==> config.mk <==
export PLATFORM = sky130hd
export DESIGN_NAME = l2_mem_block_engine
export DESIGN_NICKNAME = d
export VERILOG_FILES = /design/src/rtl/l2_mem_block_engine.sv
export SDC_FILE = /design/constraint.sdc
export NUM_CORES = 1
export LEC_CHECK = 0
export BUFFER_PORTS_ARGS = -buffer_cell sky130_fd_sc_hd__clkbuf_2
export CELL_PAD_IN_SITES_DETAIL_PLACEMENT = 1
export CELL_PAD_IN_SITES_GLOBAL_PLACEMENT = 1
export CORE_MARGIN = 4
export CORE_UTILIZATION = 36
export DETAILED_ROUTE_END_ITERATION = 8
export GPL_ROUTABILITY_DRIVEN = 0
export GPL_TIMING_DRIVEN = 0
export PLACE_DENSITY = 0.84
export SLEW_MARGIN = 40
export SYNTH_ARGS = -nofsm -noshare
export SYNTH_HDL_FRONTEND = slang
export SYNTH_SLANG_ARGS = --single-unit
==> constraint.sdc <==
create_clock -name clk -period 3.45 [get_ports clk]
set_input_delay 0.5175 -clock clk [delete_from_list [all_inputs] [get_ports clk]]
set_output_delay 0.5175 -clock clk [all_outputs]
set_load 0.005 [all_outputs]
==> src/rtl/l2_mem_block_engine.sv <==
// l2_mem_block_engine: memory-side block transfer engine for the L2 controller.
// Turns one block request (optional victim writeback, then a line fill) into
// sequential single-word accesses on main_memory's word port and assembles
// the returned words into a full cache line.
module l2_mem_block_engine #(
  parameter int n      = 32,
  parameter int WORDS  = 4,
  parameter int ADDR_W = 15,
  parameter int BLK_W  = ADDR_W - $clog2(WORDS)
) (
  input  logic                 clk,
  input  logic                 reset,
  input  logic                 fill_req,
  input  logic                 wb_req,
  input  logic [BLK_W-1:0]     fill_addr,
  input  logic [BLK_W-1:0]     wb_addr,
  input  logic [n*WORDS-1:0]   wb_block,
  output logic                 busy,
  output logic                 done,
  output logic [n*WORDS-1:0]   fill_block,
  output logic [ADDR_W-1:0]    L2_word_address,
  output logic                 L2_read_request,
  output logic                 L2_write_request,
  output logic [n-1:0]         L2_wdata,
  input  logic [n-1:0]         L2_rdata
);

  localparam int IDX_W = $clog2(WORDS);
  localparam logic [IDX_W-1:0] LAST_IDX = IDX_W'(WORDS - 1);

  typedef enum logic [2:0] {
    IDLE,
    WB,
    RD,
    RLAST,
    DONE
  } state_t;

  state_t               state;
  logic [IDX_W-1:0]     idx;
  logic [IDX_W-1:0]     idx_prev;
  logic [BLK_W-1:0]     fill_addr_q;
  logic [BLK_W-1:0]     wb_addr_q;
  // Holds words 0..WORDS-2; the last word is taken straight from L2_rdata
  // when the line is committed to fill_block.
  logic [n*(WORDS-1)-1:0] line_buf;

  assign idx_prev = idx - IDX_W'(1);

  // Sequencer: walks WB then RD word by word, collects read data one cycle late.
  always_ff @(posedge clk) begin
    if (reset) begin
      state       <= IDLE;
      idx         <= '0;
      fill_addr_q <= '0;
      wb_addr_q   <= '0;
      line_buf    <= '0;
      fill_block  <= '0;
    end else begin
      case (state)
        IDLE: begin
          if (fill_req) begin
            fill_addr_q <= fill_addr;
            wb_addr_q   <= wb_addr;
            idx         <= '0;
            state       <= wb_req ? WB : RD;
          end
        end
        WB: begin
          if (idx == LAST_IDX) begin
            idx   <= '0;
            state <= RD;
          end else begin
            idx <= idx + IDX_W'(1);
          end
        end
        RD: begin
          if (idx != '0) begin
            line_buf[idx_prev*n +: n] <= L2_rdata;
          end
          idx <= idx + IDX_W'(1);
          if (idx == LAST_IDX) begin
            state <= RLAST;
          end
        end
        RLAST: begin
          fill_block <= {L2_rdata, line_buf};
          state      <= DONE;
        end
        DONE: begin
          state <= IDLE;
        end
        default: begin
          state <= IDLE;
        end
      endcase
    end
  end

  // Moore decode of the memory-side port and status flags from state and idx.
  always_comb begin
    L2_read_request  = 1'b0;
    L2_write_request = 1'b0;
    L2_word_address  = '0;
    L2_wdata         = '0;
    case (state)
      WB: begin
        L2_write_request = 1'b1;
        L2_word_address  = {wb_addr_q, idx};
        L2_wdata         = wb_block[idx*n +: n];
      end
      RD: begin
        L2_read_request = 1'b1;
        L2_word_address = {fill_addr_q, idx};
      end
      default: begin
        L2_read_request  = 1'b0;
        L2_write_request = 1'b0;
      end
    endcase
    busy = (state != IDLE);
    done = (state == DONE);
  end

endmodule

# After elaboration in Yosys (flattened, before gate mapping)
# Index checks and enable logic that the tools add are counted.
# totals
out_inout_bits	179
input_bits	190
register_bits	255
word_cells	41
# op_classes
eq_ne	8
addsub	3
shift	3
reduce_logical	8
mux	13
# ops
op	n
variable part select 128 x 8 -> 32 bit	1
bitwise mux 96 bit	1
variable shift 32 x 34 -> 96 bit, first input constant	1
variable part select 32 x 34 -> 96 bit	1
negation 7 -> 34 bit	1
two-way mux 32 bit	1
one-hot mux 15 bit (2 select lines)	1
one-hot mux 3 bit (4 select lines)	1
two-way mux 3 bit	3
== test 3 x 2 -> 1 bit, second input constant	2
two-way mux 2 bit	3
!= test 2 bit, second input constant	3
one-hot mux 2 bit (3 select lines)	1
AND reduction 2 bit	3
nonzero test 3 bit	2
== test 3 x 1 -> 1 bit, second input constant	1
== test 3 bit, second input constant	1
logical NOT 3 bit	1
AND reduction 3 bit	1
adder 2 x 1 -> 2 bit, second input constant	1
== test 2 bit, second input constant	1
two-way mux 1 bit	2
nonzero test 2 bit	1
subtractor 2 x 1 -> 2 bit, second input constant	1

# Logic depth before layout (Yosys ltp)
# Gate-level depths: netlist (run 1).
# depth
ltp_word	4
ltp_mapped	10
mapped_depth_nobuf	5

# Least setup slack after synthesis (run 1)
# No wires, ideal clock.
# synth_path
path_kind	register to register
from	reg idx[1]
to	reg line_buf[65]
period_less_slack_ps	2462
arrival_ps	2330
n_path_buf	5
slack_ps	988
setup_time_ps	132
t_required_ps	3318
stages_incl_launch_ff	11
cell_sequence	dfxtp_1 > clkbuf_1 > buf_1 > inv_1 > ha_1 > or4b_1 > buf_2 > buf_6 > buf_6 > o21ai_1 > a21oi_1
# synth_between
elab_chain_len	4
elab_cells_between_ends	7
classes_between	add/sub (2); shift (2); mux (1); reduce/logical (2)
# synth_lines
item	line_no	rtl
from (decl)	40	logic [IDX_W-1:0] idx;
from (signal assigned)	74	idx <= idx + IDX_W'(1);
from (signal assigned)	81	idx <= idx + IDX_W'(1);
subtractor 2 x 1 -> 2 bit	48	assign idx_prev = idx - IDX_W'(1);
negation 7 -> 34 bit	79	line_buf[idx_prev*n +: n] <= L2_rdata;
variable part select 32 x 34 -> 96 bit or variable shift 32 x 34 -> 96 bit (tied branches)	79	
bitwise mux 96 bit	79	
to (signal, indexed assignment)	79	
to (decl)	46	logic [n*(WORDS-1)-1:0] line_buf;
# Several ways; a longest one is shown, not always the timed one.
# A chain may end at the register's enable or synchronous reset.

# Final worst setup path (run 1)
# layout_path
from	reg idx[1]
to	out L2_wdata[19]
# layout_between
elab_chain_len	2
# layout_lines
item	line_no	rtl
variable part select 128 x 8 -> 32 bit	110	L2_wdata = wb_block[idx*n +: n];
two-way mux 32 bit	106	case (state)
to (decl)	24	output logic [n-1:0] L2_wdata,
# No other way between the ends.

==> impl_results.md, run 1 <==
* Largest net degree at the start of global routing at 14
* P_leak at between 5 and 6 nW
* Vias in the first global route at around 12000
* Via Count at roughly 11000
* Fillers at 3598
* Yosys top cell by area: dfxtp_1
* Yosys cell types at 32
* Avg Inst Size Synth at approximately 8.4 sq um
* Pwr/cell area at 526 nW/um^2
* M2 GR Usage at 0.432
* CP arrival at 2.65 ns
* Top Usage Layer GRT: met2
* HPWL Detailed at around 35 mm
* Rel. slew slack at 0.417
* Seq cells post-synth at roughly 260
* Setup ws final at between 0.2 and 0.3 ns
* VDD IR max at roughly 0.35 mV
* Number of setup violations in the final report at 0
* Input/output buffers at approximately 370
* Worst Path Required at between 2 and 3 ns
* Pre-antenna DRT Iters at 5
* Cell Rows at 62
* Synthesized Nets at 1453
* Post-Syn Area at approximately 11000 sq um
* Worst Path Max Fanout at 10
* Fin nets at around 1900
* Max cap viols at 0
* Fin. Hold Viols at 0
* Layout cell share with drive strength beyond 1 at 0.297
* DRC at 0
* RSZ-0062 raised after global routing: false
* Placed insts at between 2000 and 2500
* Clock skew at ~0.011 ns
* CTS tree: done
* Core area at 28900 sq um
* Clock Pin Slew Worst Setup and Hold Paths at about 0.070 ns
* Area after DPL at roughly 13000 sq um
* Sequential element share of the synthesized area at 0.481
* WS Path Type: register to output pin
* CTS root buf: clkbuf_16
* Measured slew at the worst slew-check pin at 0.874 ns
* Initial DRC count at around 870
* Final non-filler cell total at 2061
* Via/cell ratio at between 5 and 6
* Die ar. at around 32000 sq um
* Cts bufs inserted at 28
* IO Count at roughly 370
* Clock Path Buffers at 3
* Post-DR wirelength/cell at 21.9 um
* Routed wire length at ~45 mm
* Layout Utilization at 0.482
* Max Freq at 316 MHz
* Setup_tns at 0 ns
* Top post-synthesis cells by area: dfxtp_1 (48%), a21oi_1 (12%), nand2_1 (11%)
* Remaining antenna violation count after routing at 0
* First-pass GRT wire length at between 60 and 70 mm
* Mapped Cells at between 1000 and 1500
* Met3 GRT Util at 0.0511
* Sink Count at around 260
* Clock Latency Late Sink at 0.54 ns
* Yosys top cell area share at 0.481
* Final cycle utilization of the critical path at 0.919
* Final period demand of the worst path at 3.17 ns
* Initial antenna violation count at 2
* Syn. warnings at 0
* Status: finished clean
* Area Growth Syn to Fin at 31.2%
* Dpl ws at -0.00899 ns
* Design Area, Final at ~14000 sq um
* Met1 GRT Util at 0.358
* All-layer global routing usage at 0.266
* Post-CTS setup buffer count at 0
* Final Slew Violations at 0
* Die Y at 180 um
* CP Launch Type: register
* Starting density of the core at 0.367
* H-tree levels at 1
* CP endpoint kind: output pin
* Die width at ~180 um
* GRT Residual Overflow at 0
* Hold WC Path Type: primary input to register
-- cells in the mapped netlist, drive strengths merged --
cell type	number
a211oi	4
a21oi	250
a22o	14
and2	34
and3b	1
buf	54
clkbuf	77
dfxtp	255
ha	6
inv	6
mux2	1
mux4	32
nand2	308
nand2b	3
nand3b	1
nand4	96
nor2	3
nor3	3
nor3b	3
nor4	2
nor4b	3
o21ai	96
o32ai	1
or3	1
or4b	2
xnor2	1
-- flip-flops by register name (all words and copies together), names as in the netlist --
register	flops
fill_block	128
line_buf	96
fill_addr_q	13
wb_addr_q	13
state	3
idx	2
-- routing by layer --
layer	part of all wire	vias up
met4	0.038	2
met1	0.43	5531
li1	-	5200
met5	0.00024	-
met3	0.072	118
met2	0.46	467
-- worst max-delay path, stage by stage, from the launching register on --
cell,delay [ns]
dfxtp_1,0.41
clkbuf_1,0.41
clkbuf_1,0.55
mux4_2,0.44
and2_1,0.19
clkbuf_2,0.11
-- power breakdown --
part	internal (W)	switching (W)
clock	0.00194	0.00121
sequential	0.00299	0.0000329
combinational	0.000422	0.000714
total	0.00536	0.00196
-- what timing repair did --
action,in CTS,in global routing
endpoints found under the hold margin,0,0
setup endpoints to repair,24,56
resized for setup,0,2
hold buffers,0,0
-- layout make-up --
type / count / area [sq um] / share of cell area
clock buffers: 44 / 832 / 0.0598
repair buffers: 368 / 1840 / 0.132
flip-flops and latches: 255 / 5100 / 0.367
well taps: 384 / 480 / 0.0345
inverters: 6 / 22.5 / 0.00162
clock inverters: 7 / 135 / 0.00971
diodes: 1 / 2.50 / 0.000180
multi-input cells: 865 / 4900 / 0.352
plain buffers: 131 / 599 / 0.0431
-- metrics by stage --
stage	hold slack [ns]	total power, W
3_5_place_dp	0.447	0.00420
5_1_grt	0.194	0.00757
4_1_cts	0.193	0.00732
3_3_place_gp	0.439	0.00416
6_report	0.202	0.00731
2_1_floorplan	0.428	0.00373
-- kinds of logic (layout without fill, tap and decap cells) --
logic type / Yosys count / after routing / share of synthesized area
mux: 33 / 33 / 0.0690
xor+xnor: 1 / 1 / 0.000826
flops: 255 / 255 / 0.481
simple gates: 460 / 460 / 0.203
other cells: 0 / 1 / 0
compound gates: 365 / 365 / 0.180
buf+inv: 137 / 556 / 0.0584
fa+ha+maj: 6 / 6 / 0.00708
-- worst paths after layout --
path | from | endpoint | slack (ns) | depth (start not counted)
max | idx[1]$_SDFFE_PP0P_ | L2_wdata[19] | 0.28 | 5
min | wb_addr[2] | wb_addr_q[2]$_SDFFE_PP0P_ | 0.20 | 3
max reg2reg | idx[1]$_SDFFE_PP0P_ | line_buf[71]$_SDFFE_PP0P_ | 0.29 | 9
min reg2reg | fill_block[32]$_SDFFE_PP0N_ | fill_block[32]$_SDFFE_PP0N_ | 0.45 | 2
-- cells in the final DEF (no fill, tap or decap), types with 2 or more instances in the layout --
master	instances
a211oi_1	4
a21oi_1	250
a22o_1	14
and2_1	34
buf_1	9
buf_2	36
buf_6	8
bufinv_16	4
clkbuf_1	86
clkbuf_16	29
clkbuf_2	370
clkbuf_8	5
clkinv_2	3
dfxtp_1	255
ha_1	6
inv_1	6
mux4_2	32
nand2_1	308
nand2b_1	3
nand4_1	96
nor2_1	3
nor3_1	3
nor3b_2	2
nor4_1	2
nor4b_4	3
o21ai_0	56
o21ai_1	36
o21ai_2	4
Note: power is estimated with default switching activity, not from simulation.
==> inputs of run 2 (changes only) <==
--- a/config.mk
+++ b/config.mk
@@ -13,7 +13,9 @@
 export DETAILED_ROUTE_END_ITERATION = 8
 export GPL_ROUTABILITY_DRIVEN = 0
 export GPL_TIMING_DRIVEN = 0
+export MAX_ROUTING_LAYER = met4
 export PLACE_DENSITY = 0.84
+export REMOVE_ABC_BUFFERS = 1
 export SLEW_MARGIN = 40
 export SYNTH_ARGS = -nofsm -noshare
 export SYNTH_HDL_FRONTEND = slang
==> impl_results.md, run 2 (synthesis gave the netlist of run 1 again) <==
* Status: finished clean
* Worst Path Max Fanout at 16 (+6)
* Crit Reg-Reg Startpoint: idx[0]$_SDFFE_PP0P_
* DRC at 0 (unchanged)
* Most frequent CP cell: buf_2
* CP arrival at 2.67 ns (+0.02 ns)
* CP Capture Point: L2_word_address[6]
* IO Count at 369 (unchanged)
* Hold_ws at 0.210 ns (+0.00807 ns)
* All-layer global routing usage at 0.245 (-0.0207)
* Largest register by flop count: fill_block
* Final cycle utilization of the critical path at 0.924 (+0.00529)
* Cts bufs inserted at 28 (unchanged)
* CTS tree: done
* Layout cell share with drive strength beyond 1 at 0.322 (+0.0249)
* Sink Count at 255 (unchanged)
* Design Area, Final at 13800 sq um (-0.57%)
* Die Y at 180 um (unchanged)
* Starting density of the core at 0.367 (unchanged)
* Max cap viols at 0 (unchanged)
* Final Slew Violations at 0 (unchanged)
* Placed insts at 1923 (-4.3%)
* Hold WC Path Type: primary input to register
* P_leak at 5.38 nW (-0.55%)
* CTS root buf: clkbuf_16
* Clock Pin Slew Worst Setup and Hold Paths at 0.06 ns (about the same)
* R2r setup slk at 0.55 ns (+0.26 ns)
* Input/output buffers at 368 (unchanged)
* Initial antenna violation count at 1 (-1)
* Post-CTS setup buffer count at 0 (unchanged)
* Post_cts resized at 0 (unchanged)
* Pwr/cell area at 515 nW/um^2 (-2.0%)
* Post-DR wirelength/cell at 20.7 um (-5.6%)
* Die width at 180 um (unchanged)
* Remaining antenna violation count after routing at 0 (unchanged)
* CP endpoint kind: output pin
* Via/cell ratio at 5.42 (-1.3%)
* Fin. Hold Viols at 0 (unchanged)
* Clock Path Buffers at 3 (unchanged)
* Clock skew at 0.0235 ns (+0.0129 ns)
* WS Path Type: register to output pin
* Max reg flops at 128 (unchanged)
* Final non-filler cell total at 1975 (-4.2%)
* Setup ws final at 0.262 ns (-0.0183 ns)
* CP Launch Type: register
* Slowest CP cell: dfxtp_1
* Vias in the first global route at 11100 (-6.0%)
* Commonest non-fill, non-tap cells in the layout: clkbuf_2 (367), nand2_1 (308), dfxtp_1 (253), a21oi_1 (250), nand4_1 (96)
* Hold buffer count at cts at 0 (unchanged)
* Worst R2R Path Depth at 8 (-1)
* Clock Latency Late Sink at 0.55 ns (about the same)
* Crit-path cells: nor3b_2, buf_2, buf_2, a22o_1, clkbuf_2
* RSZ-0062 raised after global routing: false
* Number of setup violations in the final report at 0 (unchanged)
* Area after DPL at 12900 sq um (about the same)
* Pre-antenna DRT Iters at 5 (unchanged)
* Final period demand of the worst path at 3.19 ns (+0.0183 ns)
* Cell Rows at 62 (unchanged)
* Initial DRC count at 708 (-19%)
* HPWL Detailed at 28.5 mm (-19%)
* CP peak stage delay at 0.74 ns (+0.19 ns)
* Reg-to-reg endpoint: line_buf[39]$_SDFFE_PP0P_
* First-pass GRT wire length at 63.1 mm (-8.5%)
* Worst Path Required at 2.93 ns (about the same)
* Launch point of the critical path: state[0]$_SDFFE_PP0P_
* Via Count at 10700 (-5.4%)
* Core area at 28900 sq um (unchanged)
* VDD IR max at 0.336 mV (-4.9%)
* Area Growth Syn to Fin at 30.5%
* Routed wire length at 40.8 mm (-9.6%)
* Final Total Pwr at 0.00713 W (-2.5%)
* Dpl ws at 0.579 ns (+0.588 ns)
* Rel. slew slack at 0.540 (+0.123)
* GRT Residual Overflow at 0 (unchanged)
* Die ar. at 32300 sq um (unchanged)
* Largest regs: fill_block: 128 flops, line_buf: 96 flops
* Most common cell after layout, fill and taps aside: clkbuf_2
* Max Freq at 314 MHz (-0.57%)
* Measured slew at the worst slew-check pin at 0.688 ns (-0.186 ns)
* Largest net degree at the start of global routing at 90 (+76)
* H-tree levels at 1 (unchanged)
* Fin nets at 1765 (-4.6%)
[run 2: changes by cell type in the layout (fill, tap and decap cells not counted), sizes merged]
cell,previous run,this run
bufinv,4,0
buf,53,45
clkinv,3,7
clkbuf,490,412
[run 2: final cells by class]
class                           instances  area (sq um)
Tap cell                              384           480
Multi-Input combinational cell        865          4950
Clock inverter                          7          46.3
Inverter                                6          27.5
Timing Repair Buffer                  413          2350
Antenna cell                            1          2.50
Fill cell                            3506         15000
Sequential cell                       255          5110
Clock buffer                           44           862
[run 2: metal layers]
metal  wire (um)  part of all wire  track usage
met5           0                 0            -
met4        1090             0.027       0.0692
met3        2150             0.053       0.0410
met2       20800              0.51        0.429
met1       16700              0.41        0.293
[run 2: worst min-delay path by stage]
stage	start	endpoint	slack [ns]	depth (start not counted)
3_3_place_gp	line_buf[15]$_SDFFE_PP0P_	fill_block[15]$_SDFFE_PP0N_	0.43	2
3_5_place_dp	line_buf[41]$_SDFFE_PP0P_	fill_block[41]$_SDFFE_PP0N_	0.44	2
6_report	fill_addr[9]	fill_addr_q[9]$_SDFFE_PP0P_	0.21	3
4_1_cts	fill_addr[9]	fill_addr_q[9]$_SDFFE_PP0P_	0.18	3
5_1_grt	fill_addr[9]	fill_addr_q[9]$_SDFFE_PP0P_	0.20	3
2_1_floorplan	line_buf[0]$_SDFFE_PP0P_	fill_block[0]$_SDFFE_PP0N_	0.42	2
[run 2: worst max-delay path, delay by kind of cell (launching register included)]
family / cells / cell delay (ns)
compound gates: 1 / 0.18
buf+inv: 3 / 0.70
flops: 1 / 0.74
simple gates: 1 / 0.51
[run 2: power breakdown]
part           leakage (nW)  internal [W]  total [W]  switching, W
logic                  2.87      0.000453    0.00113      0.000680
clock network         0.454       0.00171    0.00293       0.00122
registers              2.06       0.00299    0.00307     0.0000800
[run 2: through the flow]
stage | TNS (ns) | util
after floorplan | -142.66 | -
after detailed placement | 0 | 0.448
after global routing | 0 | 0.479
final | 0 | 0.479
after global placement | -802.23 | 0.427
after CTS | 0 | 0.479
==> inputs of run 3 (changes only) <==
--- a/config.mk
+++ b/config.mk
@@ -5,16 +5,17 @@
 export SDC_FILE = /design/constraint.sdc
 export NUM_CORES = 1
 export LEC_CHECK = 0
+export ABC_CLOCK_PERIOD_IN_PS = 2800
 export BUFFER_PORTS_ARGS = -buffer_cell sky130_fd_sc_hd__clkbuf_2
 export CELL_PAD_IN_SITES_DETAIL_PLACEMENT = 1
 export CELL_PAD_IN_SITES_GLOBAL_PLACEMENT = 1
 export CORE_MARGIN = 4
-export CORE_UTILIZATION = 36
+export CORE_UTILIZATION = 33
 export DETAILED_ROUTE_END_ITERATION = 8
 export GPL_ROUTABILITY_DRIVEN = 0
 export GPL_TIMING_DRIVEN = 0
 export MAX_ROUTING_LAYER = met4
-export PLACE_DENSITY = 0.84
+export PLACE_DENSITY = 0.81
 export REMOVE_ABC_BUFFERS = 1
 export SLEW_MARGIN = 40
 export SYNTH_ARGS = -nofsm -noshare
==> constraint.sdc (replaced) <==
create_clock -name clk -period 2.8 [get_ports clk]
set_input_delay 0.42 -clock clk [delete_from_list [all_inputs] [get_ports clk]]
set_output_delay 0.42 -clock clk [all_outputs]
set_load 0.005 [all_outputs]
==> impl_results.md, run 3 (synthesis gave the netlist of run 1 again) <==
* Status: finished clean
* Commonest non-fill, non-tap cells in the layout: clkbuf_2 (367), nand2_1 (308), a21oi_1 (250), dfxtp_1 (250), nand4_1 (96)
* IO Count at 369 (unchanged)
* All-layer global routing usage at 0.226 (-0.0189)
* Via Count at 10700 (+0.38%)
* Fillers at 3846 (+9.7%)
* Dpl ws at -0.203 ns (-0.783 ns)
* Sink Count at 255 (unchanged)
* CP endpoint kind: output pin
* Pwr/cell area at 639 nW/um^2 (+24%)
* Layout cell share with drive strength beyond 1 at 0.325 (+0.00338)
* Hold buffer count at cts at 0 (unchanged)
* Worst Path Max Fanout at 16 (unchanged)
* Cell Rows at 65 (+4.8%)
* WS Path Type: register to output pin
* Core area at 31600 sq um (+9.6%)
* Final non-filler cell total at 1999 (+1.2%)
* H-tree levels at 1 (unchanged)
* HPWL Detailed at 28.0 mm (-1.4%)
* Placed insts at 1941 (+0.94%)
* Max reg flops at 128 (unchanged)
* GRT Residual Overflow at 0 (unchanged)
* Fin. Hold Viols at 0 (unchanged)
* Clock skew at 0.0244 ns (+0.000832 ns)
* VDD IR max at 0.444 mV (+32%)
* Die width at 187 um (+4.2%)
* Setup ws final at 0.156 ns (-0.107 ns)
* Starting density of the core at 0.335 (-0.0323)
* Final Slew Violations at 0 (unchanged)
* Measured slew at the worst slew-check pin at 0.774 ns (+0.0852 ns)
* Cts bufs inserted at 28 (unchanged)
* Die Y at 187 um (+4.2%)
* Input/output buffers at 368 (unchanged)
* Rel. slew slack at 0.483 (-0.0569)
* Clock Latency Late Sink at 0.56 ns (about the same)
* Area Growth Syn to Fin at 31.9%
* CP peak stage delay at 0.54 ns (-0.20 ns)
* CP Launch Type: register
* Initial DRC count at 505 (-29%)
* Vias in the first global route at 11200 (+1.4%)
* Number of setup violations in the final report at 0 (unchanged)
* CP arrival at 2.22 ns (-0.45 ns)
* Largest net degree at the start of global routing at 86 (-4.4%)
* Slowest CP cell: dfxtp_2
* Most common cell after layout, fill and taps aside: clkbuf_2
* Crit-path cells: nor3b_4, buf_2, a22o_1, clkbuf_2
* Final period demand of the worst path at around 2.6 ns
* Worst Path Required at 2.38 ns (-0.55 ns)
* Die ar. at 35100 sq um (+8.7%)
* CTS root buf: clkbuf_16
* Clock Pin Slew Worst Setup and Hold Paths at 0.06 ns (about the same)
* Layout Utilization at 0.442 (-0.0375)
* Buf/Inv on CP at 2 (-1)
* RSZ-0062 raised after global routing: false
* Clock Path Buffers at 3 (unchanged)
* DRC at 0 (unchanged)
* Largest register by flop count: fill_block
* Largest regs: fill_block: 128 flops, line_buf: 96 flops
* First-pass GRT wire length at 63.2 mm (+0.12%)
* Final cycle utilization of the critical path at 0.944
* Hold_ws at 0.104 ns (-0.105 ns)
* Remaining antenna violation count after routing at 0 (unchanged)
* Fin nets at 1770 (+0.28%)
* Pre-antenna DRT Iters at 5 (unchanged)
* Via/cell ratio at 5.38 (-0.82%)
* P_leak at 5.43 nW (+0.87%)
* Crit-path leading delay family: flip-flops
* CTS tree: done
* Max cap viols at 0 (unchanged)
* Initial antenna violation count at 2 (+1)
* Hold WC Path Type: primary input to register
* Routed wire length at 40.5 mm (-0.71%)
* Post-DR wirelength/cell at 20.3 um (-1.9%)
* Max Freq at between 300 and 400 MHz
## run 3: metal layers
layer / global-route usage / share of wire / vias up
li1: - / - / 5027
met2: 0.394 / 0.50 / 351
met5: - / 0 / -
met1: 0.264 / 0.41 / 5293
met3: 0.0398 / 0.059 / 78
met4: 0.0785 / 0.035 / 0
## run 3: worst min-delay path, stage by stage
cell and delay, ns:
clkbuf_2 0.08, nand2_1 0.05, a21oi_1 0.05
## run 3: worst paths after layout
| kind | start | cells after the start | endpoint | slack (ns) |
|---|---|---|---|---|
| setup / recovery | state[1]$_SDFFE_PP0P_ | 4 | L2_word_address[11] | 0.16 |
| hold / removal | fill_addr[1] | 3 | fill_addr_q[1]$_SDFFE_PP0P_ | 0.10 |
| setup reg to reg | idx[1]$_SDFFE_PP0P_ | 6 | line_buf[0]$_SDFFE_PP0P_ | 0.19 |
| hold reg to reg | line_buf[32]$_SDFFE_PP0P_ | 2 | fill_block[32]$_SDFFE_PP0N_ | 0.45 |
## run 3: power by group
group	switching (W)	internal, W
registers	0.0000899	0.00369
logic	0.000860	0.000604
clock network	0.00152	0.00217
total	0.00247	0.00646
## run 3: final cells by class
type / count / area, sq um / share of cell area
Clock buffer: 41 / 800 / 0.0572
Sequential cell: 255 / 5120 / 0.366
Inverter: 6 / 25.0 / 0.00179
Tap cell: 402 / 503 / 0.0360
Antenna cell: 2 / 5.00 / 0.000358
Clock inverter: 10 / 129 / 0.00922
Timing Repair Buffer: 418 / 2440 / 0.174
Multi-Input combinational cell: 865 / 4960 / 0.355
## run 3: through the flow
step / total power (W) / instance area, sq um / TNS [ns]
final: 0.00893 / 14000 / 0
after global routing: 0.00931 / 14000 / 0
after CTS: 0.00902 / 14000 / 0
after detailed placement: 0.00527 / 13000 / -1.46
after global placement: 0.00506 / 12400 / -975.71
after floorplan: 0.00444 / 10000 / -314.35
## run 3: repair_timing
action | in CTS | in global routing
pin swaps | 1 | 1
gates resized for setup | 5 | 1
setup endpoints to repair | 50 | 23
buffers inserted | 4 | 1
